`src/rtl/imem_load_ctrl_if.sv`:
```
// Bundle of loader, IF-stage and memory-port signals of the instruction-memory controller.
// The slave modport is the controller's view; master is the surrounding system.
interface imem_load_ctrl_if #(
    parameter int ADDR_W = 10
);
    logic              ld_valid;
    logic              ld_ready;
    logic [31:0]       ld_data;
    logic              ld_last;
    logic              reload;
    logic              if_req;
    logic [31:0]       if_addr;
    logic              if_valid;
    logic [31:0]       if_instr;
    logic              if_fault;
    logic              if_stall;
    logic              mem_we;
    logic [ADDR_W-1:0] mem_addr;
    logic [31:0]       mem_wdata;
    logic [31:0]       mem_rdata;
    logic              ld_trunc;

    modport slave (
        input  ld_valid, ld_data, ld_last, reload, if_req, if_addr, mem_rdata,
        output ld_ready, if_valid, if_instr, if_fault, if_stall,
               mem_we, mem_addr, mem_wdata, ld_trunc
    );

    modport master (
        output ld_valid, ld_data, ld_last, reload, if_req, if_addr, mem_rdata,
        input  ld_ready, if_valid, if_instr, if_fault, if_stall,
               mem_we, mem_addr, mem_wdata, ld_trunc
    );
endinterface

```
`src/rtl/imem_load_ctrl.sv`:
```
// Owner of the single instruction-memory port: zero-clears it after reset, streams in a
// program from the loader, then serves registered 1-cycle fetches to the IF stage.
module imem_load_ctrl #(
    parameter int DEPTH    = 1024,
    parameter int ADDR_W   = 10,
    parameter bit CLEAR_EN = 1'b1
) (
    input  logic              clk,
    input  logic              rst,
    imem_load_ctrl_if.slave   bus
);
    typedef enum logic [1:0] {
        ST_CLEAR = 2'd0,
        ST_LOAD  = 2'd1,
        ST_RUN   = 2'd2
    } state_e;

    localparam state_e            RESET_STATE = CLEAR_EN ? ST_CLEAR : ST_LOAD;
    localparam logic [ADDR_W-1:0] LAST_IDX    = ADDR_W'(DEPTH - 1);

    state_e            state_q, state_d;
    logic [ADDR_W-1:0] clr_ptr_q, clr_ptr_d;
    logic [ADDR_W-1:0] wr_ptr_q, wr_ptr_d;
    logic              if_valid_q, if_valid_d;
    logic [31:0]       if_instr_q, if_instr_d;
    logic              if_fault_q, if_fault_d;
    logic              ld_trunc_q, ld_trunc_d;

    logic              mem_we_c;
    logic [ADDR_W-1:0] mem_addr_c;
    logic [31:0]       mem_wdata_c;
    logic              ld_ready_c;
    logic              addr_fault;

    // Misaligned PC or any set bit above the memory's byte range
    assign addr_fault = (bus.if_addr[1:0] != 2'b00) || (bus.if_addr[31:ADDR_W+2] != '0);

    always_ff @(posedge clk) begin
        if (rst) begin
            state_q    <= RESET_STATE;
            clr_ptr_q  <= '0;
            wr_ptr_q   <= '0;
            if_valid_q <= 1'b0;
            if_instr_q <= '0;
            if_fault_q <= 1'b0;
            ld_trunc_q <= 1'b0;
        end else begin
            state_q    <= state_d;
            clr_ptr_q  <= clr_ptr_d;
            wr_ptr_q   <= wr_ptr_d;
            if_valid_q <= if_valid_d;
            if_instr_q <= if_instr_d;
            if_fault_q <= if_fault_d;
            ld_trunc_q <= ld_trunc_d;
        end
    end

    always_comb begin
        state_d     = state_q;
        clr_ptr_d   = clr_ptr_q;
        wr_ptr_d    = wr_ptr_q;
        if_valid_d  = 1'b0;
        if_instr_d  = if_instr_q;
        if_fault_d  = 1'b0;
        ld_trunc_d  = ld_trunc_q;
        mem_we_c    = 1'b0;
        mem_addr_c  = '0;
        mem_wdata_c = '0;
        ld_ready_c  = 1'b0;

        unique case (state_q)
            ST_CLEAR: begin
                mem_we_c   = 1'b1;
                mem_addr_c = clr_ptr_q;
                clr_ptr_d  = clr_ptr_q + 1'b1;
                if (clr_ptr_q == LAST_IDX) begin
                    state_d  = ST_LOAD;
                    wr_ptr_d = '0;
                end
            end

            ST_LOAD: begin
                ld_ready_c  = 1'b1;
                mem_addr_c  = wr_ptr_q;
                mem_wdata_c = bus.ld_data;
                if (bus.ld_valid) begin
                    mem_we_c = 1'b1;
                    wr_ptr_d = wr_ptr_q + 1'b1;
                    if (bus.ld_last) begin
                        state_d = ST_RUN;
                    end else if (wr_ptr_q == LAST_IDX) begin
                        // Memory full before the loader flagged its last word
                        state_d    = ST_RUN;
                        ld_trunc_d = 1'b1;
                    end
                end
            end

            ST_RUN: begin
                mem_addr_c = bus.if_addr[ADDR_W+1:2];
                if (bus.reload) begin
                    state_d  = ST_LOAD;
                    wr_ptr_d = '0;
                end else if (bus.if_req) begin
                    if_valid_d = 1'b1;
                    if_fault_d = addr_fault;
                    if_instr_d = addr_fault ? 32'h0000_0000 : bus.mem_rdata;
                end
            end

            default: begin
                state_d = RESET_STATE;
            end
        endcase
    end

    // Write strobe and loader handshake stay quiet while reset is held
    assign bus.mem_we    = mem_we_c & ~rst;
    assign bus.ld_ready  = ld_ready_c & ~rst;
    assign bus.mem_addr  = mem_addr_c;
    assign bus.mem_wdata = mem_wdata_c;
    assign bus.if_valid  = if_valid_q;
    assign bus.if_instr  = if_instr_q;
    assign bus.if_fault  = if_fault_q;
    assign bus.if_stall  = (state_q != ST_RUN);
    assign bus.ld_trunc  = ld_trunc_q;
endmodule

```
`src/flat_wrapper.sv`:
```
// flat-port wrapper written by rule: the top's interface ports become plain ports
module imem_load_ctrl_flat 
#(
    parameter int DEPTH    = 1024,
    parameter int ADDR_W   = 10,
    parameter bit CLEAR_EN = 1'b1
)
  (clk, rst, bus_ld_valid, bus_ld_data, bus_ld_last, bus_reload, bus_if_req, bus_if_addr, bus_mem_rdata, bus_ld_ready, bus_if_valid, bus_if_instr, bus_if_fault, bus_if_stall, bus_mem_we, bus_mem_addr, bus_mem_wdata, bus_ld_trunc);
  imem_load_ctrl_if #(.ADDR_W(ADDR_W)) bus_i ();
  input  logic clk;
  input  logic rst;
  input wire logic [$bits(bus_i.ld_valid)-1:0] bus_ld_valid;
  input wire logic [$bits(bus_i.ld_data)-1:0] bus_ld_data;
  input wire logic [$bits(bus_i.ld_last)-1:0] bus_ld_last;
  input wire logic [$bits(bus_i.reload)-1:0] bus_reload;
  input wire logic [$bits(bus_i.if_req)-1:0] bus_if_req;
  input wire logic [$bits(bus_i.if_addr)-1:0] bus_if_addr;
  input wire logic [$bits(bus_i.mem_rdata)-1:0] bus_mem_rdata;
  output wire logic [$bits(bus_i.ld_ready)-1:0] bus_ld_ready;
  output wire logic [$bits(bus_i.if_valid)-1:0] bus_if_valid;
  output wire logic [$bits(bus_i.if_instr)-1:0] bus_if_instr;
  output wire logic [$bits(bus_i.if_fault)-1:0] bus_if_fault;
  output wire logic [$bits(bus_i.if_stall)-1:0] bus_if_stall;
  output wire logic [$bits(bus_i.mem_we)-1:0] bus_mem_we;
  output wire logic [$bits(bus_i.mem_addr)-1:0] bus_mem_addr;
  output wire logic [$bits(bus_i.mem_wdata)-1:0] bus_mem_wdata;
  output wire logic [$bits(bus_i.ld_trunc)-1:0] bus_ld_trunc;
  assign bus_i.ld_valid = bus_ld_valid;
  assign bus_i.ld_data = bus_ld_data;
  assign bus_i.ld_last = bus_ld_last;
  assign bus_i.reload = bus_reload;
  assign bus_i.if_req = bus_if_req;
  assign bus_i.if_addr = bus_if_addr;
  assign bus_i.mem_rdata = bus_mem_rdata;
  assign bus_ld_ready = bus_i.ld_ready;
  assign bus_if_valid = bus_i.if_valid;
  assign bus_if_instr = bus_i.if_instr;
  assign bus_if_fault = bus_i.if_fault;
  assign bus_if_stall = bus_i.if_stall;
  assign bus_mem_we = bus_i.mem_we;
  assign bus_mem_addr = bus_i.mem_addr;
  assign bus_mem_wdata = bus_i.mem_wdata;
  assign bus_ld_trunc = bus_i.ld_trunc;
  imem_load_ctrl #(.DEPTH(DEPTH), .ADDR_W(ADDR_W), .CLEAR_EN(CLEAR_EN)) u_core (.clk(clk), .rst(rst), .bus(bus_i));
endmodule
```
`config.mk`:
```
export PLATFORM = sky130hd
export DESIGN_NAME = imem_load_ctrl_flat
export DESIGN_NICKNAME = d
export VERILOG_FILES = /design/src/rtl/imem_load_ctrl_if.sv /design/src/rtl/imem_load_ctrl.sv /design/src/flat_wrapper.sv
export SDC_FILE = /design/constraint.sdc
export NUM_CORES = 1
export LEC_CHECK = 0
export ABC_AREA = 1
export BUFFER_PORTS_ARGS = -buffer_cell sky130_fd_sc_hd__buf_2
export CAP_MARGIN = 20
export CORE_MARGIN = 2
export CORE_UTILIZATION = 40
export DETAILED_ROUTE_END_ITERATION = 16
export PLACE_DENSITY = 0.84
export SLEW_MARGIN = 0
export SYNTH_ARGS = -nofsm -noshare
export SYNTH_HDL_FRONTEND = slang
export SYNTH_SLANG_ARGS = --single-unit
```
`constraint.sdc`:
```
create_clock -name clk -period 2.4 [get_ports clk]
set_clock_uncertainty 0.15 [all_clocks]
set_input_delay 0.12 -clock clk [delete_from_list [all_inputs] [get_ports clk]]
set_output_delay 0.12 -clock clk [all_outputs]
set_load 0.01 [all_outputs]
```
==> flow_metrics.py <==
metrics = {
    "status": {
        "status": "finished, final reports clean",
    },
    "floorplan": {
        "rows": 31,
        "coreArea_um2": 7370,
        "dieWidth_um": 91.7,
        "initial_core_util_pct": 41.8,
        "dieArea_um2": 8420,
        "ios": 182,
        "dieHeight_um": 91.7,
    },
    "setup_path": {
        "worst_ep_arrival_time_ps": 2200,
        "crit_family": "buffers and inverters",
        "critical_path_class": "reg2reg",
        "crit_chain": "nor2_2 > nand3_1 > clkinv_2 > o21ai_0 > a21oi_1",
        "endpoint_kind": "flop",
        "required_ps": 2430,
        "worstSetupStartpointType": "flop",
        "slowest_delay_ps": 610,
        "worst-path-max-fanout": 64,
        "crit_buf_inv": 1,
        "slowest_stage": "clkinv_2",
    },
    "synthesis": {
        "synthXorXnorAreaFrac_pct": 0.284,
        "synthSimpleGateAreaFrac_pct": 31.7,
        "ys_ff_latch": 57,
        "synth_nets": 578,
        "synth-edff-count": 0,
        "synth_ff_type": "dfxtp_1",
        "synth_warnings": 0,
        "ys_types": 30,
        "synthArstFlopShare_pct": 0,
        "synth_fa_ha_area_share_pct": 0.813,
        "synth_top_family_by_area": "simple AND/OR/NAND/NOR gates",
        "syn-instance-count": 474,
        "ys_seq_area_share_pct": 37.1,
        "synth_compound_area_share_pct": 16.8,
        "synth_area_um2": 3080,
        "muxShareOfSynthArea_pct": 0,
        "syn_area_per_cell_um2": 6.50,
    },
    "power_and_ir_drop": {
        "leakage_nw": 2.43,
        "power.total_w": 0.00316,
        "ir_worst_vdd_v": 0.000342,
        "power_density_nw_per_um2": 684,
    },
    "cts": {
        "worstSkewPairLatency_ps": 320,
        "clock-sinks": 57,
        "cts.path.max_buffers": 2,
        "h-tree-depth": 3,
        "clockRootBuffer": "clkbuf_8",
        "numCtsBuffers": 9,
        "cts.clk_slew.worst_paths_ps": 70,
        "cts_tree": "done",
    },
    "global_route": {
        "antenna_found_initial": 2,
        "grt_usage_pct": 27.6,
        "grt_max_degree": 65,
        "grt_remaining_overflow": 0,
        "grt_pass1_wl_um": 18700,
        "grt_pass1_vias": 4005,
    },
    "final_layout": {
        "n_fill_cell": 634,
        "fin_cells": 785,
        "final_cell_area_um2": 4630,
        "layout-drive-gt1-share_pct": 32.2,
        "antenna_cells": 0,
        "most-common-layout-cells": "181 x buf_2, 76 x nand2_1, 71 x inv_1, 65 x nor2_1, 57 x dfxtp_1",
        "nets": 786,
        "layout_commonest_cell": "buf_2",
        "area_growth_syn_to_layout_pct": 50.2,
    },
    "sta": {
        "final-max-slew-violation-count": 0,
        "fmax_mhz": 461,
        "max_slew_margin_pct": 48.6,
        "finalHoldViolCount": 0,
        "fin_setup_tns_ps": 0,
        "rsz0062_at_grt": "false",
        "finalCritPeriodShare_pct": 90.3,
        "worstMarginPinSlew_ps": 771,
        "hold_slack_ps": 43.3,
        "finalCriticalPeriod_ps": 2170,
        "setup_viol": 0,
    },
    "routing": {
        "viasPerCell": 5.16,
        "drtAntennaViolNets": 0,
        "drc": 0,
        "wirelength_um": 11700,
        "wl_per_cell_um": 14.9,
        "drt_pass1_iterations": 5,
        "via_count": 4047,
        "drt_iter0_drc": 250,
    },
    "worst_hold_path": {
        "hp-class": "in2reg",
    },
    "flow_run": {
        "maxCapViolations": 0,
    },
    "placed_design": {
        "place_area_um2": 4050,
        "gp_congestion": 0.825,
        "portBuffers": 181,
        "post-dp-hpwl_um": 7850,
        "numPlacedInstances": 734,
    },
}
==> worst register-to-register path, cell delays in order (launching register included) <==
cell and delay [ps]:
dfxtp_1 460, nor2_2 80, nand3_1 130, clkinv_2 610, o21ai_0 530, a21oi_1 80
==> timing repair <==
action	4_1_cts	5_1_grt
hold endpoints to repair	37	0
hold buffers	36	0
setup buffers	0	0
endpoints found under the setup margin	0	1
resized for setup	0	2
==> Yosys cell counts (2+ instances only) <==
master	count	share of area [%]
nand3_1	14	2.3
o21ai_1	31	5.0
nor3_1	4	0.65
dfxtp_1	57	37
buf_1	4	0.49
nand2_1	76	9.3
inv_1	71	8.7
nor2_2	3	0.61
inv_2	6	0.73
clkbuf_1	12	1.5
nor2_4	2	0.73
o21ai_0	11	1.8
buf_2	10	1.6
ha_1	2	0.81
o211ai_1	3	0.73
o221ai_1	6	1.7
a21oi_1	43	7.0
nand4_1	41	8.3
nor2_1	67	8.2
==> cells by family after synthesis <==
family	count (synthesis)
adder cells (fa/ha/maj)	2
XOR/XNOR	1
flip-flops	57
buffers and inverters	105
AND/OR/NAND/NOR	213
AO/OA/AOI/OAI	96
==> through the flow <==
stage                     utilization, %  worst slack [ps]
after floorplan                        -               779
after global routing                62.8               107
after detailed placement            54.9               411
after global placement              54.9               494
final                               62.8               233
after CTS                           62.7               143
==> final timing paths <==
check | start | end | slack [ps] | cells after the start
max reg2reg | u_core.state_q[0] | u_core.bus.if_instr[27] | 230 | 5
max | u_core.state_q[0] | u_core.bus.if_instr[27] | 230 | 5
min reg2reg | u_core.clr_ptr_q[9] | u_core.clr_ptr_q[9] | 360 | 2
min | bus_reload | u_core.bus.if_valid | 40 | 4
==> final cells by class <==
| class | count | area [um^2] | area share (%) |
|---|---|---|---|
| clock buffer | 13 | 179 | 3.87 |
| clock inverter | 2 | 35.0 | 0.757 |
| inverter | 78 | 297 | 6.41 |
| multi-input combinational | 312 | 1530 | 33.1 |
| sequential | 57 | 1140 | 24.7 |
| tap | 99 | 124 | 2.68 |
| timing repair buffer | 224 | 1320 | 28.5 |
==> routing by layer <==
metal / vias up / track usage (%) / wire (um)
met1: 1786 / 30.0 / 4310
met3: 30 / 7.56 / 1180
met5: - / 0 / 11
met2: 258 / 49.1 / 5850
met4: 2 / 14.1 / 362
li1: 1971 / - / -
==> state kept, by name, summed over array words and instances (netlist names) <==
register             count
u_core.clr_ptr_q        10
u_core.wr_ptr_q         10
u_core.bus.if_instr     32
u_core.state_q           2
u_core.bus.ld_trunc      1
u_core.bus.if_valid      1
u_core.bus.if_fault      1
==> power by group <==
part,total (W),switching [W],internal [W]
clock,0.000958,0.000372,0.000586
combinational,0.00107,0.000667,0.000406
sequential,0.00113,0.0000882,0.00105
total,0.00316,0.00113,0.00204
Power figures use the tool's default switching activity.
